$ cat src/rtl/adc_pkg.sv
`default_nettype none
// ============================================================================
// Module   : adc_pkg
// Brief    : Shared types and helpers for the ADC capture path: default
//            sample width, capture FSM state encoding and the offset-binary
//            to two's-complement conversion.
// Revision : 1.0 - initial release
// ============================================================================
package adc_pkg;

  localparam int ADC_DW = 14;

  typedef enum logic [1:0] {
    IDLE    = 2'd0,
    FLUSH   = 2'd1,
    CAPTURE = 2'd2,
    DONE    = 2'd3
  } adc_state_t;

  // Offset-binary to two's complement is just an MSB inversion
  function automatic logic [ADC_DW-1:0] to_twos(input logic [ADC_DW-1:0] s);
    return {~s[ADC_DW-1], s[ADC_DW-2:0]};
  endfunction

endpackage
`default_nettype wire

$ cat src/rtl/adc_capture_fifo.sv
`default_nettype none
// ============================================================================
// Module   : adc_capture_fifo
// Brief    : First-word fall-through sample buffer. A push while full is
//            accepted only when a pop happens in the same cycle.
// Revision : 1.0 - initial release
// ============================================================================
module adc_capture_fifo
  import adc_pkg::*;
#(
  parameter int DW    = ADC_DW,
  parameter int DEPTH = 16
) (
  input  logic          clk,
  input  logic          rst,
  input  logic          push,
  input  logic [DW-1:0] din,
  output logic          full,
  input  logic          pop,
  output logic [DW-1:0] dout,
  output logic          empty
);

  localparam int c_AW = (DEPTH > 1) ? $clog2(DEPTH) : 1;
  localparam int c_OW = $clog2(DEPTH + 1);

  logic [DW-1:0]   r_mem [DEPTH];
  logic [c_AW-1:0] r_wr_ptr;
  logic [c_AW-1:0] r_rd_ptr;
  logic [c_OW-1:0] r_occ;
  logic            w_do_pop;
  logic            w_do_push;

  assign empty     = (r_occ == '0);
  assign full      = (r_occ == c_OW'(DEPTH));
  assign w_do_pop  = pop & ~empty;
  assign w_do_push = push & (~full | w_do_pop);
  // Drive zero when empty so the output bus is defined right after reset
  assign dout      = empty ? '0 : r_mem[r_rd_ptr];

  // Storage array; contents need no reset because occupancy guards reads
  always_ff @(posedge clk) begin
    if (w_do_push) begin
      r_mem[r_wr_ptr] <= din;
    end
  end

  // Pointers wrap naturally (power-of-two depth); occupancy nets push vs pop
  always_ff @(posedge clk) begin
    if (!rst) begin
      r_wr_ptr <= '0;
      r_rd_ptr <= '0;
      r_occ    <= '0;
    end else begin
      if (w_do_push) r_wr_ptr <= r_wr_ptr + 1'b1;
      if (w_do_pop)  r_rd_ptr <= r_rd_ptr + 1'b1;
      case ({w_do_push, w_do_pop})
        2'b10:   r_occ <= r_occ + 1'b1;
        2'b01:   r_occ <= r_occ - 1'b1;
        default: r_occ <= r_occ;
      endcase
    end
  end

endmodule
`default_nettype wire

$ cat src/rtl/adc_capture.sv
`default_nettype none
// ============================================================================
// Module   : adc_capture
// Brief    : ADC receive path. Detects adc_clk rising edges in the clk
//            domain, discards pipeline-latency samples, captures a fixed
//            burst into a FWFT buffer and streams it out on valid/ready.
// Revision : 1.0 - initial release
// ============================================================================
module adc_capture
  import adc_pkg::*;
#(
  parameter int DW         = ADC_DW,
  parameter int NSAMP      = 32,
  parameter int PIPE_LAT   = 3,
  parameter int FIFO_DEPTH = 16,
  parameter int TWOS       = 1
) (
  input  logic                           clk,
  input  logic                           rst,
  input  logic                           en,
  input  logic                           trigger,
  input  logic                           adc_clk,
  input  logic [DW-1:0]                  adc_data,
  output logic [DW-1:0]                  m_data,
  output logic                           m_valid,
  input  logic                           m_ready,
  output logic                           busy,
  output logic                           done,
  output logic                           overflow,
  output logic [$clog2(NSAMP+1)-1:0]     count
);

  localparam int c_CW = $clog2(NSAMP + 1);
  localparam int c_FW = (PIPE_LAT < 1) ? 1 : $clog2(PIPE_LAT + 1);
  localparam logic [c_CW-1:0] c_CNT_LAST   = c_CW'(NSAMP - 1);
  localparam logic [c_FW-1:0] c_FLUSH_LAST = c_FW'((PIPE_LAT > 0) ? (PIPE_LAT - 1) : 0);

  adc_state_t      r_state;
  adc_state_t      w_next;
  logic            r_adc_clk_q;
  logic            w_stb;
  logic [c_FW-1:0] r_flush_cnt;
  logic [c_CW-1:0] r_count;
  logic            r_overflow;
  logic            w_start;
  logic            w_flush_inc;
  logic            w_cap;
  logic            w_full;
  logic            w_empty;
  logic            w_pop;
  logic [DW-1:0]   w_conv;

  // Delay adc_clk by one clk so its rising edge yields a single-cycle strobe
  always_ff @(posedge clk) begin
    if (!rst) r_adc_clk_q <= 1'b0;
    else      r_adc_clk_q <= adc_clk;
  end

  assign w_stb = adc_clk & ~r_adc_clk_q;
  assign w_pop = m_ready & ~w_empty;

  if (TWOS != 0) begin : g_twos
    if (DW == ADC_DW) begin : g_pkg
      assign w_conv = to_twos(adc_data);
    end else begin : g_generic
      assign w_conv = {~adc_data[DW-1], adc_data[DW-2:0]};
    end
  end else begin : g_pass
    assign w_conv = adc_data;
  end

  // Capture FSM state register
  always_ff @(posedge clk) begin
    if (!rst) r_state <= IDLE;
    else      r_state <= w_next;
  end

  // Next-state and per-cycle control; dropping en aborts without a done pulse
  always_comb begin
    w_next      = r_state;
    w_start     = 1'b0;
    w_flush_inc = 1'b0;
    w_cap       = 1'b0;
    case (r_state)
      IDLE: begin
        if (trigger && en) begin
          w_start = 1'b1;
          w_next  = (PIPE_LAT == 0) ? CAPTURE : FLUSH;
        end
      end
      FLUSH: begin
        if (!en) begin
          w_next = IDLE;
        end else if (w_stb) begin
          w_flush_inc = 1'b1;
          if (r_flush_cnt == c_FLUSH_LAST) w_next = CAPTURE;
        end
      end
      CAPTURE: begin
        if (!en) begin
          w_next = IDLE;
        end else if (w_stb) begin
          w_cap = 1'b1;
          if (r_count == c_CNT_LAST) w_next = DONE;
        end
      end
      DONE:    w_next = IDLE;
      default: w_next = IDLE;
    endcase
  end

  // Burst counters and sticky overflow; a dropped sample still counts
  always_ff @(posedge clk) begin
    if (!rst) begin
      r_flush_cnt <= '0;
      r_count     <= '0;
      r_overflow  <= 1'b0;
    end else if (w_start) begin
      r_flush_cnt <= '0;
      r_count     <= '0;
      r_overflow  <= 1'b0;
    end else begin
      if (w_flush_inc) r_flush_cnt <= r_flush_cnt + 1'b1;
      if (w_cap)       r_count     <= r_count + 1'b1;
      if (w_cap && w_full && !w_pop) r_overflow <= 1'b1;
    end
  end

  adc_capture_fifo #(
    .DW    (DW),
    .DEPTH (FIFO_DEPTH)
  ) u_fifo (
    .clk   (clk),
    .rst   (rst),
    .push  (w_cap),
    .din   (w_conv),
    .full  (w_full),
    .pop   (m_ready),
    .dout  (m_data),
    .empty (w_empty)
  );

  assign m_valid  = ~w_empty;
  assign busy     = (r_state == FLUSH) || (r_state == CAPTURE);
  assign done     = (r_state == DONE);
  assign overflow = r_overflow;
  assign count    = r_count;

endmodule
`default_nettype wire

$ cat config.mk
export PLATFORM = sky130hd
export DESIGN_NAME = adc_capture
export DESIGN_NICKNAME = d
export VERILOG_FILES = /design/src/rtl/adc_pkg.sv /design/src/rtl/adc_capture_fifo.sv /design/src/rtl/adc_capture.sv
export SDC_FILE = /design/constraint.sdc
export NUM_CORES = 1
export LEC_CHECK = 0
export ABC_AREA = 1
export BUFFER_PORTS_ARGS = -buffer_cell sky130_fd_sc_hd__buf_2
export CORE_MARGIN = 4
export CORE_UTILIZATION = 30
export CTS_CLUSTER_DIAMETER = 80
export DETAILED_ROUTE_END_ITERATION = 8
export PLACE_DENSITY = 0.42
export SLEW_MARGIN = 5
export SYNTH_ARGS = -nofsm -noshare
export SYNTH_HDL_FRONTEND = slang
export SYNTH_SLANG_ARGS = --single-unit
export TNS_END_PERCENT = 5
$ cat constraint.sdc
create_clock -name clk -period 6.1 [get_ports clk]
set_input_delay 0.915 -clock clk [delete_from_list [all_inputs] [get_ports clk]]
set_output_delay 0.915 -clock clk [all_outputs]
set_load 0.05 [all_outputs]
==> key figures, run 1 <==
Worst hold path
  – Hold Path Stages: 2
  – Hold crit path type: reg2reg
  – Critical hold path startpoint: overflow
  – Terminating pin of the worst hold path: overflow

Timing
  – Post-route minimum period: about 4.2 ns
  – Endpoints failing hold: 0
  – Upper clock frequency limit: 0.236 GHz
  – Count of endpoints failing setup in the final report: 0
  – Setup repair after global routing missed its margin: false
  – Worst-case headroom to the max-slew limit: 0.243
  – Final worst-path cycle share: 0.694
  – Post-Route Setup TNS: 0 ns
  – Slew at the pin with the worst max-slew slack: 1.13 ns
  – Setup skew after layout: about 0.014 ns
  – Max-slew violations: 0

Layout
  – Top library cells by usage in the layout, fill and taps aside: sky130_fd_sc_hd__nand2_1, sky130_fd_sc_hd__edfxtp_1, sky130_fd_sc_hd__nand3_1, sky130_fd_sc_hd__buf_2, sky130_fd_sc_hd__inv_1
  – Number of filler instances in the final layout: roughly 3500
  – Layout overhead on the synthesized area: 15.5%
  – Number of inserted diodes: 0
  – Share of post-route cells with drive strength above 1: 0.122
  – Most common cell after layout, fill and taps aside: sky130_fd_sc_hd__nand2_1
  – Share of the core filled with cells in the final layout: 0.353
  – Post-layout nets: roughly 1100

Worst setup path
  – Cell occurring most often along the worst timing path: sky130_fd_sc_hd__nand2_1
  – Kind of capture point of the worst setup path: output port
  – Maximum fanout encountered on the critical timing path: 62
  – Terminus of the critical flop-to-flop path: u_fifo.r_mem[4][9]
  – Crit path buf inv count: 3
  – Required time of the critical path: 5.18 ns
  – Flop-to-flop setup slack: ~3.3 ns
  – Slowest stage delay, CP: 0.77 ns
  – Startpoint types: flip-flop
  – Master of the slowest instance on the critical path: sky130_fd_sc_hd__clkinv_2
  – Critical path cell sequence: clkinv_2 > buf_4 > nand2_1 > nand3_1 > nand3_1 > nand2_1 > nand2_1 > a21oi_1 > buf_2
  – Beginning of the worst register-to-register path: r_state[0]
  – Cells on worst reg2reg path: 10
  – CP delay by family, top: buffers and inverters
  – Critical path arrival: 3.32 ns
  – Critical path class: reg2out

Route
  – Final routed wirelength across all metal layers: 28.1 mm
  – Average routed wire per standard cell: 18.9 um
  – Router iterations before antenna repair: 5
  – Count of routing violations after the opening detailed-route iteration: around 400
  – DR vias/cell: 4.64
  – Total via count after detailed routing: 6926
  – Antenna-violating nets left: 0
  – Remaining DRCs: 0

Place
  – Half-perimeter wire length of the detailed placement result: 15.7 mm
  – Global placer's final weighted congestion: 0.748
  – Buffers on Ports: 43

Clocking
  – Number of sinks driven by the clock tree: 253
  – Hold buffers post-CTS: 0
  – Gates resized, CTS repair: 0
  – H-Tree Level Count: 1
  – Reg clk slew, reported paths: 0.06 ns
  – Post-CTS setup buffer count: 0
  – Clock buffer count from CTS: 29
  – Insertion delay of the later-clocked pin in the worst-skew pair: 0.55 ns
  – Root buffer cell: sky130_fd_sc_hd__clkbuf_16
  – Maximum count of clock buffers along a single path: 3
  – Clock tree from TritonCTS: built

Die
  – Area of the placeable core: 34700 um2
  – Die Width: about 200 um
  – Chip Height: 196 um
  – IO Count: 44
  – Number of cell rows: 68
  – Starting utilization of the core area: 0.305
  – Die Footprint: 38400 um2

Logic synthesis
  – Mux contribution to synthesized area: 0
  – Synth Area in Compound Gates: 0.0236
  – Syn Std Cell Area: 10600 um2
  – Post-synthesis register bit count: 253
  – Post-synthesis cell count: approximately 970
  – Simple logic cell fraction of the synthesized area: 0.219
  – Share of flip-flops with an asynchronous set or reset after synthesis: 0
  – Main combinational cell family by area after synthesis: simple AND/OR/NAND/NOR gates
  – Share of the yosys chip area belonging to registers: 0.690
  – Syn Nets: 1004
  – Dominant register cell in the synthesized netlist: sky130_fd_sc_hd__edfxtp_1
  – Xor and xnor fraction of the mapped netlist area: 0.00579
  – Fraction of the mapped netlist area in adder cells: 0.0189
  – Number of distinct library cells after synthesis: 28
  – Mean post-synth cell area: 10.9 um2
  – Total number of yosys warnings: 0
  – Number of enable-type register cells in the synthesized netlist: 224

Job
  – Max capacitance violation total: 0

GRT
  – Global-route usage over all layers: 0.146
  – First-pass GRT wire length: between 40 and 50 mm
  – Via count of the first global-routing pass: 7016
  – Remaining Overflow, GRT: 0
  – Number of antenna violations at the first check in global routing: 1
  – Largest net degree at the start of global routing: 97

Power
  – Worst vdd ir: 0.000473 V
  – LEAKAGE: between 4 and 5 nW
  – Final Power: between 0.005 and 0.006 W
  – Power per standard cell area: ~440 nW/um2

Outcome
  – Status: complete, no violations
-- metal layers --
metal / global-route usage / vias to the layer above / part of all wire
li1: - / 3419 / -
met1: 0.208 / 3305 / 0.47
met2: 0.233 / 152 / 0.45
met3: 0.0235 / 48 / 0.047
met4: 0.0398 / 2 / 0.027
met5: 0 / - / 0.00025
-- power breakdown --
part	total [W]	switching, W	internal (W)
clock network	0.00175	0.000688	0.00107
registers	0.00198	0.0000476	0.00193
logic	0.00171	0.00129	0.000417
-- cells in the mapped netlist, types with 9 or more instances --
master	number	area share
sky130_fd_sc_hd__edfxtp_1	224	0.63
sky130_fd_sc_hd__buf_2	25	0.012
sky130_fd_sc_hd__nor2_1	38	0.013
sky130_fd_sc_hd__inv_1	41	0.015
sky130_fd_sc_hd__ha_1	16	0.019
sky130_fd_sc_hd__dfxtp_1	29	0.055
sky130_fd_sc_hd__nand3_1	180	0.085
sky130_fd_sc_hd__nand2_1	328	0.12
sky130_fd_sc_hd__o21ai_0	12	0.0057
sky130_fd_sc_hd__buf_6	9	0.0096
sky130_fd_sc_hd__a21oi_1	31	0.015
-- cell type report --
| type | instances | area, um2 | area share |
|---|---|---|---|
| clock buffers | 36 | 772 | 0.0631 |
| clock inverters | 18 | 199 | 0.0163 |
| inverters | 45 | 170 | 0.0139 |
| multi-input cells | 624 | 2870 | 0.234 |
| flip-flops and latches | 253 | 7310 | 0.597 |
| well taps | 455 | 569 | 0.0465 |
| repair buffers | 61 | 350 | 0.0286 |
-- state kept, by name, indices dropped and copies added, names as in the netlist, 2 cells and up, named ones only --
signal           flops
u_fifo.r_mem       224
count                6
u_fifo.r_occ         5
u_fifo.r_rd_ptr      4
u_fifo.r_wr_ptr      4
r_flush_cnt          2
r_state              2
-- cells by family after synthesis --
| family | count (synthesis) |
|---|---|
| buffers and inverters | 91 |
| adders and majority gates | 16 |
| DFF | 253 |
| and+or+nand+nor | 553 |
| xor gates and xnor gates | 7 |
| AOI/OAI and AO/OA | 48 |
-- worst reg2reg max path, stage by stage, from the launching register on --
cell and delay (ns):
sky130_fd_sc_hd__dfxtp_1 0.34, sky130_fd_sc_hd__inv_1 0.11, sky130_fd_sc_hd__ha_1 0.15, sky130_fd_sc_hd__nand2_1 0.09, sky130_fd_sc_hd__inv_1 0.09, sky130_fd_sc_hd__nand2_2 0.12, sky130_fd_sc_hd__inv_1 0.14, sky130_fd_sc_hd__nand2_2 0.14
sky130_fd_sc_hd__inv_2 0.17, sky130_fd_sc_hd__nand2_1 0.17, sky130_fd_sc_hd__nor2_2 0.89
-- stage by stage --
step                      hold slack (ns)  setup WS [ns]  cell area (um2)  instances
after floorplan                     0.447           3.14            10600        968
after global placement              0.460           2.40            11300       1438
after detailed placement            0.463           2.37            11300       1438
after CTS                           0.484           1.77            12200       1492
after global routing                0.504           1.54            12200       1492
final                               0.476           1.86            12200       1492
-- how the worst max path moves through the flow --
stage,start,to,cells after the start
2_1_floorplan,u_fifo.r_occ[1],m_data[0],5
3_3_place_gp,flip-flop,m_data[0],9
3_5_place_dp,flip-flop,m_data[5],9
4_1_cts,flip-flop,m_data[5],9
5_1_grt,flip-flop,m_data[5],9
6_report,flip-flop,m_data[0],9
Power figures use the tool's default switching activity.
==> run 2: changes to the inputs <==
--- a/config.mk
+++ b/config.mk
@@ -5,7 +5,7 @@
 export SDC_FILE = /design/constraint.sdc
 export NUM_CORES = 1
 export LEC_CHECK = 0
-export ABC_AREA = 1
+export ABC_AREA = 0
 export BUFFER_PORTS_ARGS = -buffer_cell sky130_fd_sc_hd__buf_2
 export CORE_MARGIN = 4
 export CORE_UTILIZATION = 30
==> constraint.sdc (replaced) <==
create_clock -name clk -period 4.3 [get_ports clk]
set_input_delay 0.645 -clock clk [delete_from_list [all_inputs] [get_ports clk]]
set_output_delay 0.645 -clock clk [all_outputs]
set_load 0.05 [all_outputs]
==> run 2 against run 1 <==
Compared with the run above: first-iteration DRC count decreased by 34%; critical path depth down 4; sequential share of layout area is 0.56 points higher; critical path type unchanged; combinational power down 94%; largest power group unchanged.
==> key figures, run 2 <==
Route
  – DR vias/cell: 4.77 (was 4.64)
  – Router iterations before antenna repair: 4 (was 5)
  – Average routed wire per standard cell: 21.9 um (was 18.9 um)
  – Count of routing violations after the opening detailed-route iteration: 263 (was 396)
  – Total via count after detailed routing: 5236 (was 6926)
  – Remaining DRCs: 0 (unchanged)
  – Antenna-violating nets left: 0 (unchanged)
  – Final routed wirelength across all metal layers: 24.0 mm (was 28.1 mm)

Logic synthesis
  – Number of enable-type register cells in the synthesized netlist: 224 (unchanged)
  – Fraction of the mapped netlist area in adder cells: 0.0196 (was 0.0189)
  – Syn Std Cell Area: 10200 um2 (was 10600 um2)
  – Syn Nets: 585 (was 1004)
  – Top cell type's share of synthesized area: 0.659 (was 0.635)
  – Mean post-synth cell area: 18.6 um2 (was 10.9 um2)
  – Total number of yosys warnings: 0 (unchanged)
  – Post-synthesis register bit count: 253 (unchanged)
  – Top-count cell post-synth: sky130_fd_sc_hd__edfxtp_1 (was sky130_fd_sc_hd__nand2_1)
  – Largest area contributor in the netlist: sky130_fd_sc_hd__edfxtp_1 (unchanged)
  – Synth Area in Compound Gates: 0.0388 (was 0.0236)
  – Main combinational cell family by area after synthesis: multiplexers (was simple AND/OR/NAND/NOR gates)
  – Dominant register cell in the synthesized netlist: sky130_fd_sc_hd__edfxtp_1 (unchanged)
  – Share of flip-flops with an asynchronous set or reset after synthesis: 0 (unchanged)
  – Share of the yosys chip area belonging to registers: 0.716 (was 0.690)
  – Post-synthesis cell count: 549 (was 968)
  – Simple logic cell fraction of the synthesized area: 0.0510 (was 0.219)
  – Number of distinct library cells after synthesis: 46 (was 28)
  – Most frequent cells after synthesis: sky130_fd_sc_hd__edfxtp_1, sky130_fd_sc_hd__mux4_2, sky130_fd_sc_hd__a211oi_1 (was sky130_fd_sc_hd__nand2_1, sky130_fd_sc_hd__edfxtp_1, sky130_fd_sc_hd__nand3_1)
  – Xor and xnor fraction of the mapped netlist area: 0.0103 (was 0.00579)
  – Most area-consuming cells after synthesis: sky130_fd_sc_hd__edfxtp_1, sky130_fd_sc_hd__mux4_2, sky130_fd_sc_hd__dfxtp_1, sky130_fd_sc_hd__a211oi_1, sky130_fd_sc_hd__ha_1 (was sky130_fd_sc_hd__edfxtp_1, sky130_fd_sc_hd__nand2_1, sky130_fd_sc_hd__nand3_1, sky130_fd_sc_hd__dfxtp_1, sky130_fd_sc_hd__ha_1)
  – Mux contribution to synthesized area: 0.141 (was 0)

Timing
  – Final worst-path cycle share: 0.824
  – Slew at the pin with the worst max-slew slack: 0.816 ns (was 1.13 ns)
  – Count of endpoints failing setup in the final report: 0 (unchanged)
  – Hold slack: 0.343 ns (was 0.476 ns)
  – Max-slew violations: 0 (unchanged)
  – Post-route minimum period: 3.54 ns
  – Endpoints failing hold: 0 (unchanged)
  – Upper clock frequency limit: 0.282 GHz
  – Worst-case headroom to the max-slew limit: 0.452 (was 0.243)
  – Setup skew after layout: 0.00985 ns (was 0.0139 ns)
  – Setup repair after global routing missed its margin: false (unchanged)
  – Post-Route Setup TNS: 0 ns (unchanged)

Worst setup path
  – Critical path class: reg2out (unchanged)
  – Maximum fanout encountered on the critical timing path: 40 (was 62)
  – Kind of capture point of the worst setup path: output port (unchanged)
  – Beginning of the worst register-to-register path: u_fifo.r_occ[0] (was r_state[0])
  – Critical path cell sequence: buf_4 > mux4_2 > a211oi_1 > a211oi_1 > buf_2 (was clkinv_2 > buf_4 > nand2_1 > nand3_1 > nand3_1 > nand2_1 > nand2_1 > a21oi_1 > buf_2)
  – Flop-to-flop setup slack: 1.21 ns (was 3.32 ns)
  – Master of the slowest instance on the critical path: sky130_fd_sc_hd__dfxtp_4 (was sky130_fd_sc_hd__clkinv_2)
  – Slowest stage delay, CP: 0.87 ns (was 0.77 ns)
  – Cells on worst reg2reg path: 9 (was 10)
  – Startpoint types: flip-flop (unchanged)
  – Cell occurring most often along the worst timing path: sky130_fd_sc_hd__a211oi_1 (was sky130_fd_sc_hd__nand2_1)
  – Terminus of the critical flop-to-flop path: u_fifo.r_occ[4] (was u_fifo.r_mem[4][9])
  – Critical path arrival: 2.90 ns (was 3.32 ns)
  – Required time of the critical path: 3.65 ns (was 5.18 ns)

Layout
  – Sequential cell area: 7310 um2 (about the same)
  – Top register by number of flip-flops: u_fifo.r_mem (unchanged)
  – Number of filler instances in the final layout: 3196 (was 3473)
  – Share of post-route cells with drive strength above 1: 0.310 (was 0.122)
  – Most common cell after layout, fill and taps aside: sky130_fd_sc_hd__edfxtp_1 (was sky130_fd_sc_hd__nand2_1)
  – Number of inserted diodes: 0 (unchanged)
  – Post-layout nets: 665 (was 1050)
  – Area occupied by multi-input gates: 2750 um2 (was 2870 um2)
  – Final Non-Filler Cells: 1097 (was 1492)
  – Layout overhead on the synthesized area: 18.8% (was 15.5%)
  – Max FFs per register: 224 (unchanged)
  – Top library cells by usage in the layout, fill and taps aside: sky130_fd_sc_hd__edfxtp_1, sky130_fd_sc_hd__mux4_2, sky130_fd_sc_hd__buf_2, sky130_fd_sc_hd__buf_4, sky130_fd_sc_hd__a211oi_1 (was sky130_fd_sc_hd__nand2_1, sky130_fd_sc_hd__edfxtp_1, sky130_fd_sc_hd__nand3_1, sky130_fd_sc_hd__buf_2, sky130_fd_sc_hd__inv_1)

Power
  – Final Power: 0.00515 W (was 0.00544 W)
  – Worst vdd ir: 0.000271 V (was 0.000473 V)
  – LEAKAGE: 3.90 nW (was 4.58 nW)
  – Power per standard cell area: 425 nW/um2 (was 444 nW/um2)

Die
  – Die Footprint: 37100 um2 (was 38400 um2)
  – Starting utilization of the core area: 0.305 (about the same)
  – Die Width: 192 um (was 196 um)
  – Area of the placeable core: 33500 um2 (was 34700 um2)
  – Number of cell rows: 67 (was 68)
  – Chip Height: 192 um (was 196 um)
  – IO Count: 44 (unchanged)

Job
  – Max capacitance violation total: 0 (unchanged)

Worst hold path
  – Hold crit path type: in2reg (was reg2reg)
  – Critical hold path startpoint: adc_clk (was overflow)
  – Terminating pin of the worst hold path: r_adc_clk_q (was overflow)
  – Hold Path Stages: 2 (unchanged)

Place
  – Buffers on Ports: 43 (unchanged)
  – Post-Place Cells: 1047 (was 1438)
  – Half-perimeter wire length of the detailed placement result: 15.1 mm (was 15.7 mm)
  – Global placer's final weighted congestion: 0.765 (was 0.748)

Clocking
  – Hold buffers post-CTS: 0 (unchanged)
  – Clock tree from TritonCTS: built (unchanged)
  – Number of sinks driven by the clock tree: 253 (unchanged)
  – H-Tree Level Count: 1 (unchanged)
  – Gates resized, CTS repair: 0 (unchanged)
  – Insertion delay of the later-clocked pin in the worst-skew pair: 0.53 ns (was 0.55 ns)
  – Post-CTS setup buffer count: 0 (unchanged)
  – Root buffer cell: sky130_fd_sc_hd__clkbuf_16 (unchanged)
  – Maximum count of clock buffers along a single path: 3 (unchanged)
  – Reg clk slew, reported paths: 0.06 ns (about the same)
  – Clock buffer count from CTS: 28 (was 29)

GRT
  – GRT busiest layer: met2 (unchanged)
  – Global-route track usage on met2: 0.220 (was 0.233)
  – First-pass GRT wire length: 36.3 mm (was 43.3 mm)
  – Number of antenna violations at the first check in global routing: 1 (unchanged)
  – Remaining Overflow, GRT: 0 (unchanged)
  – Met1 capacity usage during global routing: 0.180 (was 0.208)
  – Largest net degree at the start of global routing: 57 (was 97)
  – Via count of the first global-routing pass: 5696 (was 7016)
  – Global-route usage over all layers: 0.130 (was 0.146)
  – Met3 usage: 0.0212 (was 0.0235)

Outcome
  – Status: complete, no violations (unchanged)
## run 2: layout make-up
type,instances,share of cell area
Tap cell,448,0.0462
Clock buffer,32,0.0608
Inverter,17,0.00526
Sequential cell,253,0.603
Timing Repair Buffer,80,0.0427
Clock inverter,18,0.0155
Multi-Input combinational cell,249,0.227
## run 2: how the worst max path moves through the flow
stage | to | slack (ns) | cells past startpoint
2_1_floorplan | u_fifo.r_mem[4][0] | 1.17 | 6
3_5_place_dp | u_fifo.r_mem[15][1] | 1.14 | 7
4_1_cts | m_data[8] | 0.63 | 5
6_report | m_data[8] | 0.76 | 5
3_3_place_gp | m_data[8] | 1.22 | 5
5_1_grt | m_data[8] | 0.54 | 5
## run 2: kinds of logic after synthesis
kind of cell               Yosys count
AOI/OAI and AO/OA                   55
xor gates and xnor gates            12
DFF                                253
and+or+nand+nor                     92
adders and majority gates           16
buffers and inverters               47
muxes                               74
## run 2: metal layers
metal	share of wire	wire length, um
met5	0.00054	13
met4	0.017	415
met3	0.044	1050
met2	0.49	11700
met1	0.45	10800
## run 2: power by group
| group | total, W | switching (W) | internal (W) |
|---|---|---|---|
| registers | 0.00268 | 0.00000283 | 0.00267 |
| clock network | 0.00238 | 0.000921 | 0.00146 |
| logic | 0.0000941 | 0.0000689 | 0.0000252 |
## run 2: critical path, delay by kind of cell (launching register included)
kind	cells	cell delay [ns]
buf+inv	2	0.56
flops	1	0.87
compound gates	2	0.37
mux	1	0.54
## run 2: per-stage QoR
step           instance area (um2)  setup slack (ns)  utilization
6_report                     12100             0.758        0.362
5_1_grt                      12100             0.538        0.362
4_1_cts                      12100             0.627        0.362
3_5_place_dp                 11200              1.14        0.334
3_3_place_gp                 11200              1.22        0.334
2_1_floorplan                10200              1.17            -
